$ cat src/rtl/dir_ctrl_pkg.sv
// dir_ctrl_pkg -- shared types and defaults for the direction controller.
//   state_t                 : debounce FSM state encoding
//   DEBOUNCE_CYCLES_DEFAULT : default number of stable cycles to accept an edge
package dir_ctrl_pkg;

  typedef enum logic [1:0] {
    IDLE         = 2'd0,
    PRESS_WAIT   = 2'd1,
    PRESSED      = 2'd2,
    RELEASE_WAIT = 2'd3
  } state_t;

  localparam int DEBOUNCE_CYCLES_DEFAULT = 4;

endpackage

$ cat src/rtl/dir_ctrl_sync.sv
// sync2 -- two-flop synchronizer for a single asynchronous level.
//   clk   : sampling clock
//   reset : synchronous, active-low; clears both flops to 0
//   d     : asynchronous input level
//   q     : synchronized level, two clk edges behind d
module sync2 (
  input  logic clk,
  input  logic reset,
  input  logic d,
  output logic q
);

  logic meta;

  always_ff @(posedge clk) begin
    if (!reset) begin
      meta <= 1'b0;
      q    <= 1'b0;
    end else begin
      meta <= d;
      q    <= meta;
    end
  end

endmodule

$ cat src/rtl/dir_ctrl.sv
// dir_ctrl -- debounced push-button that toggles a direction level.
//   clk         : system clock, rising edge
//   reset       : synchronous, active-low
//   btn_raw     : asynchronous bouncy button level, 1 = pressed
//   en          : toggle enable, sampled on the press acceptance edge only
//   up          : registered direction level
//   press_pulse : one-cycle strobe for each accepted press that toggled up
//
// state        | meaning
// IDLE         | button released and debounced
// PRESS_WAIT   | btn_s high, counting stable cycles toward acceptance
// PRESSED      | press accepted, waiting for release
// RELEASE_WAIT | btn_s low, counting stable cycles toward release
module dir_ctrl
  import dir_ctrl_pkg::*;
#(
  parameter int   DEBOUNCE_CYCLES = DEBOUNCE_CYCLES_DEFAULT,
  parameter logic INIT_UP         = 1'b0
) (
  input  logic clk,
  input  logic reset,
  input  logic btn_raw,
  input  logic en,
  output logic up,
  output logic press_pulse
);

  localparam int             CW      = $clog2(DEBOUNCE_CYCLES + 1);
  localparam logic [CW-1:0]  CNT_MAX = CW'(DEBOUNCE_CYCLES);
  localparam logic [CW-1:0]  CNT_ONE = CW'(1);

  logic          btn_s;
  state_t        state, state_n;
  logic [CW-1:0] cnt, cnt_n;
  logic          accept;
  logic          up_n, pulse_n;

  sync2 u_sync (
    .clk   (clk),
    .reset (reset),
    .d     (btn_raw),
    .q     (btn_s)
  );

  always_ff @(posedge clk) begin
    if (!reset) begin
      state       <= IDLE;
      cnt         <= '0;
      up          <= INIT_UP;
      press_pulse <= 1'b0;
    end else begin
      state       <= state_n;
      cnt         <= cnt_n;
      up          <= up_n;
      press_pulse <= pulse_n;
    end
  end

  // ">= CNT_MAX-1" rather than "==" so a corrupted count still terminates
  // instead of wrapping.
  always_comb begin
    state_n = state;
    cnt_n   = cnt;
    accept  = 1'b0;
    case (state)
      IDLE: begin
        if (btn_s) begin
          state_n = PRESS_WAIT;
          cnt_n   = CNT_ONE;
        end else begin
          cnt_n   = '0;
        end
      end
      PRESS_WAIT: begin
        if (!btn_s) begin
          state_n = IDLE;
          cnt_n   = '0;
        end else if (cnt >= CNT_MAX - CNT_ONE) begin
          state_n = PRESSED;
          cnt_n   = CNT_MAX;
          accept  = 1'b1;
        end else begin
          cnt_n   = cnt + CNT_ONE;
        end
      end
      PRESSED: begin
        if (!btn_s) begin
          state_n = RELEASE_WAIT;
          cnt_n   = CNT_ONE;
        end
      end
      RELEASE_WAIT: begin
        if (btn_s) begin
          state_n = PRESSED;
          cnt_n   = '0;
        end else if (cnt >= CNT_MAX - CNT_ONE) begin
          state_n = IDLE;
          cnt_n   = '0;
        end else begin
          cnt_n   = cnt + CNT_ONE;
        end
      end
      default: begin
        state_n = IDLE;
        cnt_n   = '0;
      end
    endcase

    pulse_n = accept & en;
    up_n    = up ^ pulse_n;
  end

endmodule

$ cat config.mk
export PLATFORM = sky130hd
export DESIGN_NAME = dir_ctrl
export DESIGN_NICKNAME = d
export VERILOG_FILES = /design/src/rtl/dir_ctrl_pkg.sv /design/src/rtl/dir_ctrl_sync.sv /design/src/rtl/dir_ctrl.sv
export SDC_FILE = /design/constraint.sdc
export NUM_CORES = 1
export LEC_CHECK = 0
export ABC_CLOCK_PERIOD_IN_PS = 2000
export CAP_MARGIN = 20
export CORE_AREA = 2 2 39 41
export CTS_BUF_LIST = sky130_fd_sc_hd__clkbuf_8
export DETAILED_ROUTE_END_ITERATION = 7
export DIE_AREA = 0 0 41 43
export GPL_TIMING_DRIVEN = 0
export PLACE_DENSITY = 0.55
export SETUP_SLACK_MARGIN = 0.5
export SYNTH_ARGS = -nofsm -noshare
export SYNTH_HDL_FRONTEND = slang
export SYNTH_HIERARCHICAL = 1
export SYNTH_SLANG_ARGS = --single-unit
$ cat constraint.sdc
create_clock -name clk -period 2 [get_ports clk]
set_input_delay 0.4 -clock clk [delete_from_list [all_inputs] [get_ports clk]]
set_output_delay 0.4 -clock clk [all_outputs]
set_load 0.005 [all_outputs]
# --- Word-level counts from Yosys, hierarchy flattened ---
# Cells that the tools add are included.
word_totals:
  wordCells: 36
  out_inout_bits: 2
  reg_bits: 9
  inputBits: 4
classes:
  bitwise: 2
  n_mux: 17
  n_lt_le_gt_ge: 1
  reduce_logical: 2
  addsub: 1
  n_eq_ne: 7
op_table:
  columns: ["cell", "count"]
  rows:
  - ["$mux W3", 5]
  - ["$mux W2", 6]
  - ["$pmux W3 S4", 1]
  - ["$pmux W2 S4", 1]
  - ["$eq A2 B2 Y1 const B", 2]
  - ["$mux W1", 4]
  - ["$reduce_and A4 Y1", 1]
  - ["$add A3 B1 Y3 const B", 1]
  - ["$ge A3 B2 Y1 const B", 1]
  - ["$ne A3 B2 Y1 const B", 1]
  - ["$ne A3 B3 Y1 const B", 1]
  - ["$eq A2 B1 Y1 const B", 1]
  - ["$logic_not A2 Y1", 1]
  - ["$ne A2 B1 Y1 const B", 1]
  - ["$ne A2 B2 Y1 const B", 1]
  - ["$and A1 B1 Y1", 1]
  - ["$xor A1 B1 Y1", 1]

# --- Longest topological paths before layout ---
# Gate-level depths: netlist of run 1.
depth:
  depth_word: 6
  depth_mapped: 5
  mapped_depth_nobuf: 5

# --- Hierarchy ---
# Netlist of run 1, hierarchy kept.
by_module_without_submodules:
  columns: ["mod", "instances", "seq_area_each_um2", "area_per_inst_um2", "cells_per_inst"]
  rows:
  - ["dir_ctrl", 1, 140.1, 340.3, 39]
  - ["sync2", 1, 40.0, 52.6, 4]

# --- Least setup slack after synthesis of run 1 ---
# Ideal clock, no wire load.
synth_timing:
  path_kind: "register to register"
  start: "register cnt[0]"
  end: "register cnt[2]"
  required_ps: 1884
  stages_incl_launch_ff: 6
  setup_time_ps: 116
  period_less_slack_ps: 1437
  n_path_buf: 0
  arrival_ps: 1320
  setup_slack_ps: 563
  path_cell_list: "dfxtp_1 > ha_1 > ha_1 > a211o_2 > mux2i_1 > a41o_1"
synth_between:
  elab_chain_len: 4
  word_cells_on_any_way: 7
  cone_classes: "add/sub: 1; order compare: 1; mux: 5"
synth_rtl:
  columns: ["item", "line_no", "text"]
  rows:
  - ["start: declaration", "dir_ctrl.sv:34", "logic [CW-1:0] cnt, cnt_n;"]
  - ["start signal: assignment", "dir_ctrl.sv:53", "cnt <= cnt_n;"]
  - ["$add A3 B1 Y3 or $ge A3 B2 Y1 (tied branches)", null, null]
  - ["$mux W3 (on tied branches)", "dir_ctrl.sv:96, dir_ctrl.sv:78", null]
  - ["$mux W3 (on tied branches)", "dir_ctrl.sv:93, dir_ctrl.sv:75", null]
  - ["$pmux W3 S4 (*)", "dir_ctrl.sv:65", "case (state)"]
# Every way passes the cells marked *; elsewhere a longest branch is shown, timed or not.
# A chain may end at the register's enable or synchronous reset.

# --- Final worst setup path of run 1 ---
# Same ends and word-level chain as after synthesis.

==> results of run 1 <==
==> cell type report <==
class,count,share of cell area [%]
multi-input combinational,30,39.3
inverter,3,2.05
timing repair buffer,7,12.3
tap,16,3.65
clock buffer,3,7.53
buffer,1,0.685
clock inverter,1,0.685
sequential,9,33.8
==> critical path, cell delays in order, from the launching register on <==
cell,delay (ps)
dfxtp_4,330
ha_2,170
ha_2,180
a211o_4,280
mux2i_1,120
a41o_1,240
==> cells in the mapped netlist (all sizes together) <==
library cell | instances | area, µm²
a211o | 1 | 10.0
a211oi | 1 | 7.51
a21oi | 3 | 15.0
a41o | 1 | 10.0
and2 | 2 | 12.5
clkbuf | 1 | 3.75
dfxtp | 9 | 180
ha | 2 | 25.0
inv | 3 | 11.3
mux2i | 2 | 20.0
nand2 | 4 | 15.0
nand2b | 2 | 12.5
nand3 | 1 | 5.00
nand4 | 2 | 12.5
nor2 | 1 | 3.75
nor3 | 2 | 10.0
nor4 | 2 | 12.5
o21a | 1 | 7.51
o21ai | 2 | 10.0
xor2 | 1 | 8.76
==> metrics by stage <==
stage | worst slack, ps | power (W) | instance area, µm² | hold slack [ps]
after floorplan | 563 | 0.000195 | 393 | 406
after global placement | 417 | 0.000204 | 463 | 412
after detailed placement | 407 | 0.000204 | 463 | 414
after CTS | 514 | 0.000412 | 546 | 425
after global routing | 496 | 0.000429 | 548 | 465
final | 563 | 0.000405 | 548 | 421
==> worst paths after layout <==
kind,end,slack [ps],depth (start not counted)
max,cnt[2],560,5
min,u_sync/q,420,1
max reg2reg,cnt[2],560,5
min reg2reg,u_sync/q,420,1
==> per-layer routing <==
| layer | share of wire [%] | GRT usage [%] | wire length, µm | up-vias |
|---|---|---|---|---|
| met5 | 0 | 0 | 0 | - |
| met4 | 4.0 | 10.0 | 29 | 0 |
| met3 | 5.3 | 3.66 | 39 | 3 |
| met2 | 47 | 17.2 | 346 | 9 |
| met1 | 43 | 15.0 | 318 | 164 |
| li1 | - | - | - | 175 |
==> power by group through the flow <==
stage	clock [W]	sequential [W]	combinational, W
finish	0.000204	0.000184	0.0000171
global route	0.000225	0.000184	0.0000200
CTS	0.000211	0.000184	0.0000171
detailed placement	0	0.000188	0.0000156
global placement	0	0.000188	0.0000154
floorplan	0	0.000188	0.00000678
==> kinds of logic (layout without fill, tap and decap cells) <==
family | after synthesis | after routing | share of synthesized area [%]
adders and majority gates | 2 | 2 | 6.37
muxes | 2 | 2 | 5.10
DFF | 9 | 9 | 45.9
buffers and inverters | 4 | 15 | 3.82
xor gates and xnor gates | 1 | 1 | 2.23
AOI/OAI and AO/OA | 9 | 9 | 15.3
and+or+nand+nor | 16 | 16 | 21.3
==> layout by cell type, fill, tap and decap left out, types with 3 or more instances in the layout <==
master,instances
inv_1,4
clkbuf_8,3
nand2_1,4
clkdlybuf4s50_1,4
dfxtp_1,7
a21oi_1,3
==> timing repair <==
action                     in CTS  in global routing
gates resized for setup         7                  1
pin swaps                       2                  1
buffers inserted                2                  0
setup endpoints to repair       4                  2
==> key figures, run 1 <==
Timing
  • Final Max Slew Viols: 0
  • Worst-Margin Slew: 319 ps
  • Skew final: 0.217 ps
  • Period utilization: 71.9%
  • Setup TNS: 0 ps
  • Worst slew margin: 78.7%
  • RSZ-0062 raised after global routing: true
  • Hold Vio Cnt, Final: 0
  • Achievable frequency: 696 MHz
  • Min Tclk post-route: 1440 ps
  • Final setup violating endpoints: 0

Placed design
  • Routability cong.: 0.792
  • Placed Instances: 64
  • IO buf count: 5
  • Hpwl dp: 531 µm

Hold path
  • HP Start: u_sync/meta
  • Path type of the worst min-delay path: flop to flop

Cells and area
  • Fraction of layout cells with a size suffix above 1: 20.4%
  • Total Nets Final: 61
  • Inserted Diodes: 0
  • Area of the multi-input gates: 215 µm²
  • Area grow syn2layout: 39.5%
  • Final cell count without fillers: 70
  • Register area: 185 µm²
  • Layout fillers: 141
  • Core Util, Final: 39.6%

Yosys
  • Synth warn: 6
  • Mapped Area: 393 µm²
  • Synth unique cells: 20
  • Yosys reg bits: 9
  • Register area share after synthesis: 45.9%
  • Syn nets: 49
  • Syn Inst Count: 43
  • Syn Area/Cell: 9.14 µm²

Global route
  • GR Overflow Total: 0
  • Wire length of the first global-routing pass: 1450 µm
  • Number of global-route vias before repair: 357
  • Antenna violations before repair: 0
  • GRT Total Usage: 12.4%
  • Largest net degree at the start of global routing: 9

Detailed routing
  • DRC errors left: 0
  • DRT Wirelength: 734 µm
  • Routed len/inst: 10.5 µm
  • Detail Route Antenna Nets: 0
  • Pre-antenna DRT Iters: 1
  • Vias/cell: 5.01
  • Via count: 351
  • Initial DRC count: 0

Pwr
  • Int Power: 0.000324 W
  • Leak: 0.233 nW
  • Part of the power in combinational logic: 4.2%
  • Power density over the cells: 739 nW/µm²
  • Share of power burned in registers: 45.4%
  • Peak supply drop: 452 µV
  • Switching part of the total: 19.9%
  • Sw power: 0.0000806 W
  • Clock power share: 50.3%

Floorplanning
  • Die height: 43 µm
  • Starting density of the core: 28.4%
  • Die Footprint: 1760 µm²
  • Core Box Area: 1380 µm²
  • Die Width: 41 µm
  • # IOs: 6
  • # rows: 14

Clocking
  • Hold Buf Count CTS: 0
  • CTS H-tree depth: 1
  • Root Buffer: clkbuf_8
  • Total CTS buffers: 3
  • CTS sink count: 9
  • CTS tree: yes
  • Clock slew at reported path FFs: 40 ps
  • Clock Latency Late Sink: 230 ps
  • Clock Path Buffers: 2

Critical path
  • Crit path capture type: flop
  • Worst path required time: 2120 ps
  • CP startpoint kind: flop
  • Reg-to-Reg Start: cnt[0]
  • CP arrival: 1560 ps
  • CP Class: flop to flop
  • Worst setup path start: cnt[0]
  • Crit path max fanout: 4

Outcome
  • Outcome: finished, final reports clean

Flow run
  • Max-cap violation count: 0
Power figures use the tool's default switching activity.
==> run 2: changes to the inputs <==
--- a/config.mk
+++ b/config.mk
@@ -5,14 +5,14 @@
 export SDC_FILE = /design/constraint.sdc
 export NUM_CORES = 1
 export LEC_CHECK = 0
-export ABC_CLOCK_PERIOD_IN_PS = 2000
+export ABC_CLOCK_PERIOD_IN_PS = 1250
 export CAP_MARGIN = 20
 export CORE_AREA = 2 2 39 41
 export CTS_BUF_LIST = sky130_fd_sc_hd__clkbuf_8
 export DETAILED_ROUTE_END_ITERATION = 7
 export DIE_AREA = 0 0 41 43
 export GPL_TIMING_DRIVEN = 0
-export PLACE_DENSITY = 0.55
+export PLACE_DENSITY = 0.57
 export SETUP_SLACK_MARGIN = 0.5
 export SYNTH_ARGS = -nofsm -noshare
 export SYNTH_HDL_FRONTEND = slang
==> constraint.sdc (replaced) <==
create_clock -name clk -period 1.25 [get_ports clk]
set_input_delay 0.25 -clock clk [delete_from_list [all_inputs] [get_ports clk]]
set_output_delay 0.25 -clock clk [all_outputs]
set_load 0.005 [all_outputs]
==> key figures, run 2 (synthesis gave the netlist of run 1 again) <==
Outcome
  • Outcome: finished, violations left (was finished, final reports clean)
  • Failing checks: setup timing

Floorplanning
  • Starting density of the core: 28.4% (unchanged)
  • Die Width: 41 µm (unchanged)
  • # rows: 14 (unchanged)
  • Die height: 43 µm (unchanged)
  • # IOs: 6 (unchanged)
  • Die Footprint: 1760 µm² (unchanged)
  • Core Box Area: 1380 µm² (unchanged)

Global route
  • Number of global-route vias before repair: 351 (was 357)
  • Met1 Usage GRT: 13.7% (was 15.0%)
  • Gr busiest metal: met2 (unchanged)
  • GR Overflow Total: 0 (unchanged)
  • Antenna violations before repair: 0 (unchanged)
  • GRT Total Usage: 11.1% (was 12.4%)
  • M3 GR Usage: 3.66% (unchanged)
  • Met2 GRT Util: 15.3% (was 17.2%)
  • Wire length of the first global-routing pass: 1300 µm (was 1450 µm)
  • Largest net degree at the start of global routing: 9 (unchanged)

Timing
  • Setup TNS: -422 ps (was 0 ps)
  • Worst slew margin: 78.8% (was 78.7%)
  • Final Max Slew Viols: 0 (unchanged)
  • Worst-Margin Slew: 318 ps (was 319 ps)
  • Worst setup margin: -127 ps (was 563 ps)
  • Period utilization: 110% (was 71.9%)
  • Final setup violating endpoints: 6 (was 0)
  • Achievable frequency: 726 MHz (was 696 MHz)
  • Hold_ws: 432 ps (was 421 ps)
  • Hold Vio Cnt, Final: 0 (unchanged)
  • Min Tclk post-route: 1380 ps (was 1440 ps)
  • RSZ-0062 raised after global routing: true (unchanged)
  • Skew final: 1.81 ps (was 0.217 ps)

Detailed routing
  • DRC errors left: 0 (unchanged)
  • Via count: 338 (was 351)
  • Vias/cell: 4.69 (was 5.01)
  • DRT Wirelength: 777 µm (was 734 µm)
  • Pre-antenna DRT Iters: 2 (was 1)
  • Initial DRC count: 3 (was 0)
  • Detail Route Antenna Nets: 0 (unchanged)
  • Routed len/inst: 10.8 µm (was 10.5 µm)

Clocking
  • CTS H-tree depth: 1 (unchanged)
  • Total CTS buffers: 3 (unchanged)
  • Clock Path Buffers: 2 (unchanged)
  • CTS sink count: 9 (unchanged)
  • CTS tree: yes (unchanged)
  • Clock slew at reported path FFs: 40 ps (about the same)
  • Root Buffer: clkbuf_8 (unchanged)
  • Clock Latency Late Sink: 230 ps (about the same)

Critical path
  • Reg-to-Reg Start: cnt[1] (was cnt[0])
  • Worst setup path start: cnt[1] (was cnt[0])
  • CP arrival: 1490 ps (was 1560 ps)
  • Crit path max fanout: 4 (unchanged)
  • Flop-to-flop setup slack: -130 ps (was 560 ps)
  • Crit path capture type: flop (unchanged)
  • CP startpoint kind: flop (unchanged)
  • RR Endpoint: cnt[2] (unchanged)
  • Worst path required time: 1360 ps (was 2120 ps)
  • CP Class: flop to flop (unchanged)
  • CP endpoint: cnt[2] (unchanged)
  • Reg2Reg Depth: 5 (unchanged)

Cells and area
  • Area grow syn2layout: 48.7% (was 39.5%)
  • Total Nets Final: 63 (was 61)
  • Most frequent cells in the layout: 5 x dfxtp_1, 4 x inv_1, 4 x nand2_1, 4 x buf_4, 3 x clkbuf_8 (was 7 x dfxtp_1, 4 x inv_1, 4 x nand2_1, 4 x clkdlybuf4s50_1)
  • Fraction of layout cells with a size suffix above 1: 32.1% (was 20.4%)
  • Commonest non-fill, non-tap cell in the layout: dfxtp_1 (unchanged)
  • Inserted Diodes: 0 (unchanged)

Placed design
  • Hpwl dp: 572 µm (was 531 µm)
  • IO buf count: 5 (unchanged)
  • Routability cong.: 0.827 (was 0.792)

Hold path
  • Path type of the worst min-delay path: flop to flop (unchanged)

Pwr
  • Peak supply drop: 560 µV (was 452 µV)
  • Power density over the cells: 1090 nW/µm² (was 739 nW/µm²)
  • Power, Total: 0.000634 W (was 0.000405 W)
  • Leak: 0.235 nW (was 0.233 nW)

Flow run
  • Max-cap violation count: 0 (unchanged)
[run 2: cell types whose count changed in the layout (fill, tap and decap cells not counted), moves of 2 or more]
cell / before / now
ha_2: 2 / 0
ha_4: 0 / 2
clkdlybuf4s50_1: 4 / 2
dfxtp_1: 7 / 5
buf_4: 2 / 4
[run 2: where the power goes]
group / leakage [nW] / internal, W / total, W / switching, W
combinational: 0.133 / 0.0000131 / 0.0000270 / 0.0000139
clock: 0.0269 / 0.000213 / 0.000315 / 0.000102
sequential: 0.0757 / 0.000289 / 0.000293 / 0.00000329
total: 0.235 / 0.000515 / 0.000634 / 0.000119
[run 2: how the worst min path moves through the flow]
| stage | from | to | cells after the start |
|---|---|---|---|
| global route | u_sync/meta | u_sync/q | 1 |
| detailed placement | u_sync/meta | u_sync/q | 1 |
| finish | u_sync/meta | u_sync/q | 1 |
| floorplan | reset | state[0] | 2 |
| global placement | u_sync/meta | u_sync/q | 1 |
| CTS | u_sync/meta | u_sync/q | 1 |
[run 2: what timing repair did]
item | CTS | global route
setup buffers | 4 | 0
hold buffers | 0 | 0
pin swaps | 2 | 2
setup endpoints to repair | 11 | 9
resized for setup | 12 | 3
hold endpoints to repair | 0 | 0
[run 2: stage by stage]
stage	area [µm²]	worst slack [ps]	utilization [%]	std cells
after floorplan	430	-136	-	43
after global placement	500	-231	36.2	64
after detailed placement	500	-254	36.2	64
after CTS	573	-133	41.4	72
after global routing	584	-166	42.2	72
final	584	-127	42.2	72
[run 2: worst max-delay path: stages (launching register included)]
cell and delay (ps):
dfxtp_4 350, ha_4 160, ha_4 160, a211o_4 280
mux2i_1 120, a41o_1 200
[run 2: layer usage]
| layer | share of wire [%] | up-vias |
|---|---|---|
| met5 | 0 | - |
| met4 | 0 | 0 |
| met3 | 2.8 | 0 |
| met2 | 49 | 5 |
| met1 | 48 | 152 |
| li1 | - | 181 |
[run 2: area by class of cell]
type / instances / area (µm²)
tap: 16 / 20.0
timing repair buffer: 9 / 75.1
inverter: 3 / 11.3
multi-input combinational: 30 / 239
clock inverter: 1 / 3.75
clock buffer: 3 / 41.3
sequential: 9 / 190
fill: 140 / 800
buffer: 1 / 3.75
==> run 3: changes to the inputs <==
--- a/config.mk
+++ b/config.mk
@@ -18,3 +18,4 @@
 export SYNTH_HDL_FRONTEND = slang
 export SYNTH_HIERARCHICAL = 1
 export SYNTH_SLANG_ARGS = --single-unit
+export TNS_END_PERCENT = 10
==> key figures, run 3 (synthesis gave the netlist of run 1 again) <==
Pwr
  • Int Power: 0.000516 W (was 0.000515 W)
  • Power density over the cells: 1090 nW/µm² (about the same)
  • Sw power: 0.000122 W (was 0.000119 W)
  • Leak: 0.233 nW (was 0.235 nW)
  • Share of power burned in registers: 45.8% (was 46.1%)
  • Peak supply drop: 711 µV (was 560 µV)
  • Switching part of the total: 19.2% (was 18.8%)
  • Clock power share: 49.9% (was 49.6%)
  • Power, Total: 0.000638 W (was 0.000634 W)
  • Part of the power in combinational logic: 4.3% (about the same)

Timing
  • Min Tclk post-route: 1370 ps (was 1380 ps)
  • Hold Vio Cnt, Final: 0 (unchanged)
  • Worst slew margin: 78.6% (was 78.8%)
  • Worst-Margin Slew: 321 ps (was 318 ps)
  • Period utilization: 110% (about the same)
  • Final setup violating endpoints: 6 (unchanged)
  • Achievable frequency: 727 MHz (was 726 MHz)
  • Worst setup margin: -125 ps (was -127 ps)
  • Final Max Slew Viols: 0 (unchanged)
  • Skew final: 0.152 ps (was 1.81 ps)
  • RSZ-0062 raised after global routing: true (unchanged)

Critical path
  • CP endpoint: cnt[2] (unchanged)
  • CP startpoint kind: flop (unchanged)
  • Worst setup path start: cnt[1] (unchanged)
  • Crit path max fanout: 4 (unchanged)
  • CP max stage delay: 350 ps (about the same)
  • Crit path capture type: flop (unchanged)
  • CP Class: flop to flop (unchanged)
  • Worst-path cell chain: ha_4 > ha_4 > a211o_4 > mux2i_1 > a41o_1 (unchanged)
  • CP dominant cell by count: ha_4 (unchanged)
  • Reg2Reg Depth: 5 (unchanged)
  • Flop-to-flop setup slack: -120 ps (was -130 ps)
  • RR Endpoint: cnt[2] (unchanged)
  • Worst path required time: 1370 ps (was 1360 ps)
  • Reg-to-Reg Start: cnt[1] (unchanged)
  • CP arrival: 1490 ps (about the same)
  • Slowest-stage cell, CP: dfxtp_4 (unchanged)

Placed design
  • Placed Instances: 64 (unchanged)
  • Placement Setup Slack: -238 ps (was -254 ps)
  • Hpwl dp: 605 µm (was 572 µm)
  • Area of placed instances: 500 µm² (unchanged)
  • Routability cong.: 0.828 (was 0.827)
  • IO buf count: 5 (unchanged)

Clocking
  • Total CTS buffers: 3 (unchanged)
  • CTS sink count: 9 (unchanged)
  • CTS H-tree depth: 1 (unchanged)
  • Root Buffer: clkbuf_8 (unchanged)
  • Clock Path Buffers: 2 (unchanged)
  • Clock Latency Late Sink: 230 ps (about the same)
  • Hold Buf Count CTS: 0 (unchanged)
  • CTS tree: yes (unchanged)
  • Clock slew at reported path FFs: 40 ps (about the same)

Cells and area
  • Fraction of layout cells with a size suffix above 1: 30.4% (was 32.1%)
  • Area of the multi-input gates: 240 µm² (was 239 µm²)
  • Inserted Diodes: 0 (unchanged)
  • Total Nets Final: 63 (unchanged)
  • Final cell count without fillers: 72 (unchanged)
  • Commonest non-fill, non-tap cell in the layout: dfxtp_1 (unchanged)
  • Layout fillers: 147 (was 140)
  • Register area: 189 µm² (was 190 µm²)
  • Area grow syn2layout: 48.7% (unchanged)
  • Final instance area: 584 µm² (unchanged)
  • Most frequent cells in the layout: 6 x dfxtp_1, 4 x inv_1, 4 x nand2_1, 4 x buf_4 (was 5 x dfxtp_1, 4 x inv_1, 4 x nand2_1, 4 x buf_4, 3 x clkbuf_8)
  • Core Util, Final: 42.2% (unchanged)

Global route
  • Largest net degree at the start of global routing: 9 (unchanged)
  • Number of global-route vias before repair: 357 (was 351)
  • Wire length of the first global-routing pass: 1500 µm (was 1300 µm)
  • GRT Total Usage: 12.6% (was 11.1%)
  • GR Overflow Total: 0 (unchanged)
  • Antenna violations before repair: 0 (unchanged)

Detailed routing
  • DRT Wirelength: 801 µm (was 777 µm)
  • Via count: 351 (was 338)
  • Vias/cell: 4.88 (was 4.69)
  • DRC errors left: 0 (unchanged)
  • Detail Route Antenna Nets: 0 (unchanged)
  • Routed len/inst: 11.1 µm (was 10.8 µm)
  • Initial DRC count: 4 (was 3)
  • Pre-antenna DRT Iters: 4 (was 2)

Floorplanning
  • # IOs: 6 (unchanged)
  • Die Footprint: 1760 µm² (unchanged)
  • Starting density of the core: 28.4% (unchanged)
  • Die Width: 41 µm (unchanged)
  • # rows: 14 (unchanged)
  • Die height: 43 µm (unchanged)
  • Core Box Area: 1380 µm² (unchanged)

Flow run
  • Max-cap violation count: 0 (unchanged)

Hold path
  • HP Start: u_sync/meta (unchanged)
  • Path type of the worst min-delay path: flop to flop (unchanged)

Outcome
  • Outcome: finished, violations left (unchanged)
  • Failing checks: setup timing (unchanged)
## run 3: cell types whose count changed in the layout (fill, tap and decap cells not counted), sizes merged
cell / before / now
buf: 6 / 5
clkdlybuf4s15: 0 / 1
## run 3: power groups by stage
| stage | registers, W | logic [W] | clock network (W) |
|---|---|---|---|
| after floorplan | 0.000300 | 0.0000110 | 0 |
| final | 0.000292 | 0.0000274 | 0.000318 |
| after global routing | 0.000293 | 0.0000310 | 0.000352 |
| after CTS | 0.000293 | 0.0000274 | 0.000329 |
| after detailed placement | 0.000301 | 0.0000261 | 0 |
| after global placement | 0.000300 | 0.0000252 | 0 |
## run 3: final cells by class
type / count / area share [%]
buffer: 1 / 0.642
clock buffer: 3 / 7.07
clock inverter: 1 / 0.642
inverter: 3 / 1.93
multi-input combinational: 30 / 41.1
sequential: 9 / 32.3
tap: 16 / 3.43
timing repair buffer: 9 / 12.8
## run 3: repair_timing
action	4_1_cts	5_1_grt
buffers inserted	4	0
pin swaps	2	0
endpoints found under the setup margin	11	9
gates resized for setup	10	2
## run 3: worst max-delay path: cells and delay by family (launching register included)
| family | cells | cell delay [ps] |
|---|---|---|
| mux | 1 | 120 |
| compound gates | 2 | 480 |
| flops | 1 | 350 |
| fa+ha+maj | 2 | 320 |
## run 3: layer usage
layer | track usage [%] | wire length, µm | up-vias | share of wire (%)
met5 | 0 | 0 | - | 0
met4 | 6.00 | 0 | 0 | 0
met3 | 3.14 | 31 | 0 | 3.9
met2 | 20.0 | 411 | 7 | 51
met1 | 15.0 | 358 | 163 | 45
li1 | - | - | 181 | -
## run 3: how the worst min path moves through the flow
stage,end,cells after the start
floorplan,state[0],2
global placement,u_sync/q,1
detailed placement,u_sync/q,1
CTS,u_sync/q,1
global route,u_sync/q,1
finish,u_sync/q,1
## run 3: stage by stage
stage,hold WS (ps),setup TNS (ps)
floorplan,366,-317
global placement,409,-1100
detailed placement,417,-1180
CTS,427,-390
global route,442,-726
finish,424,-330
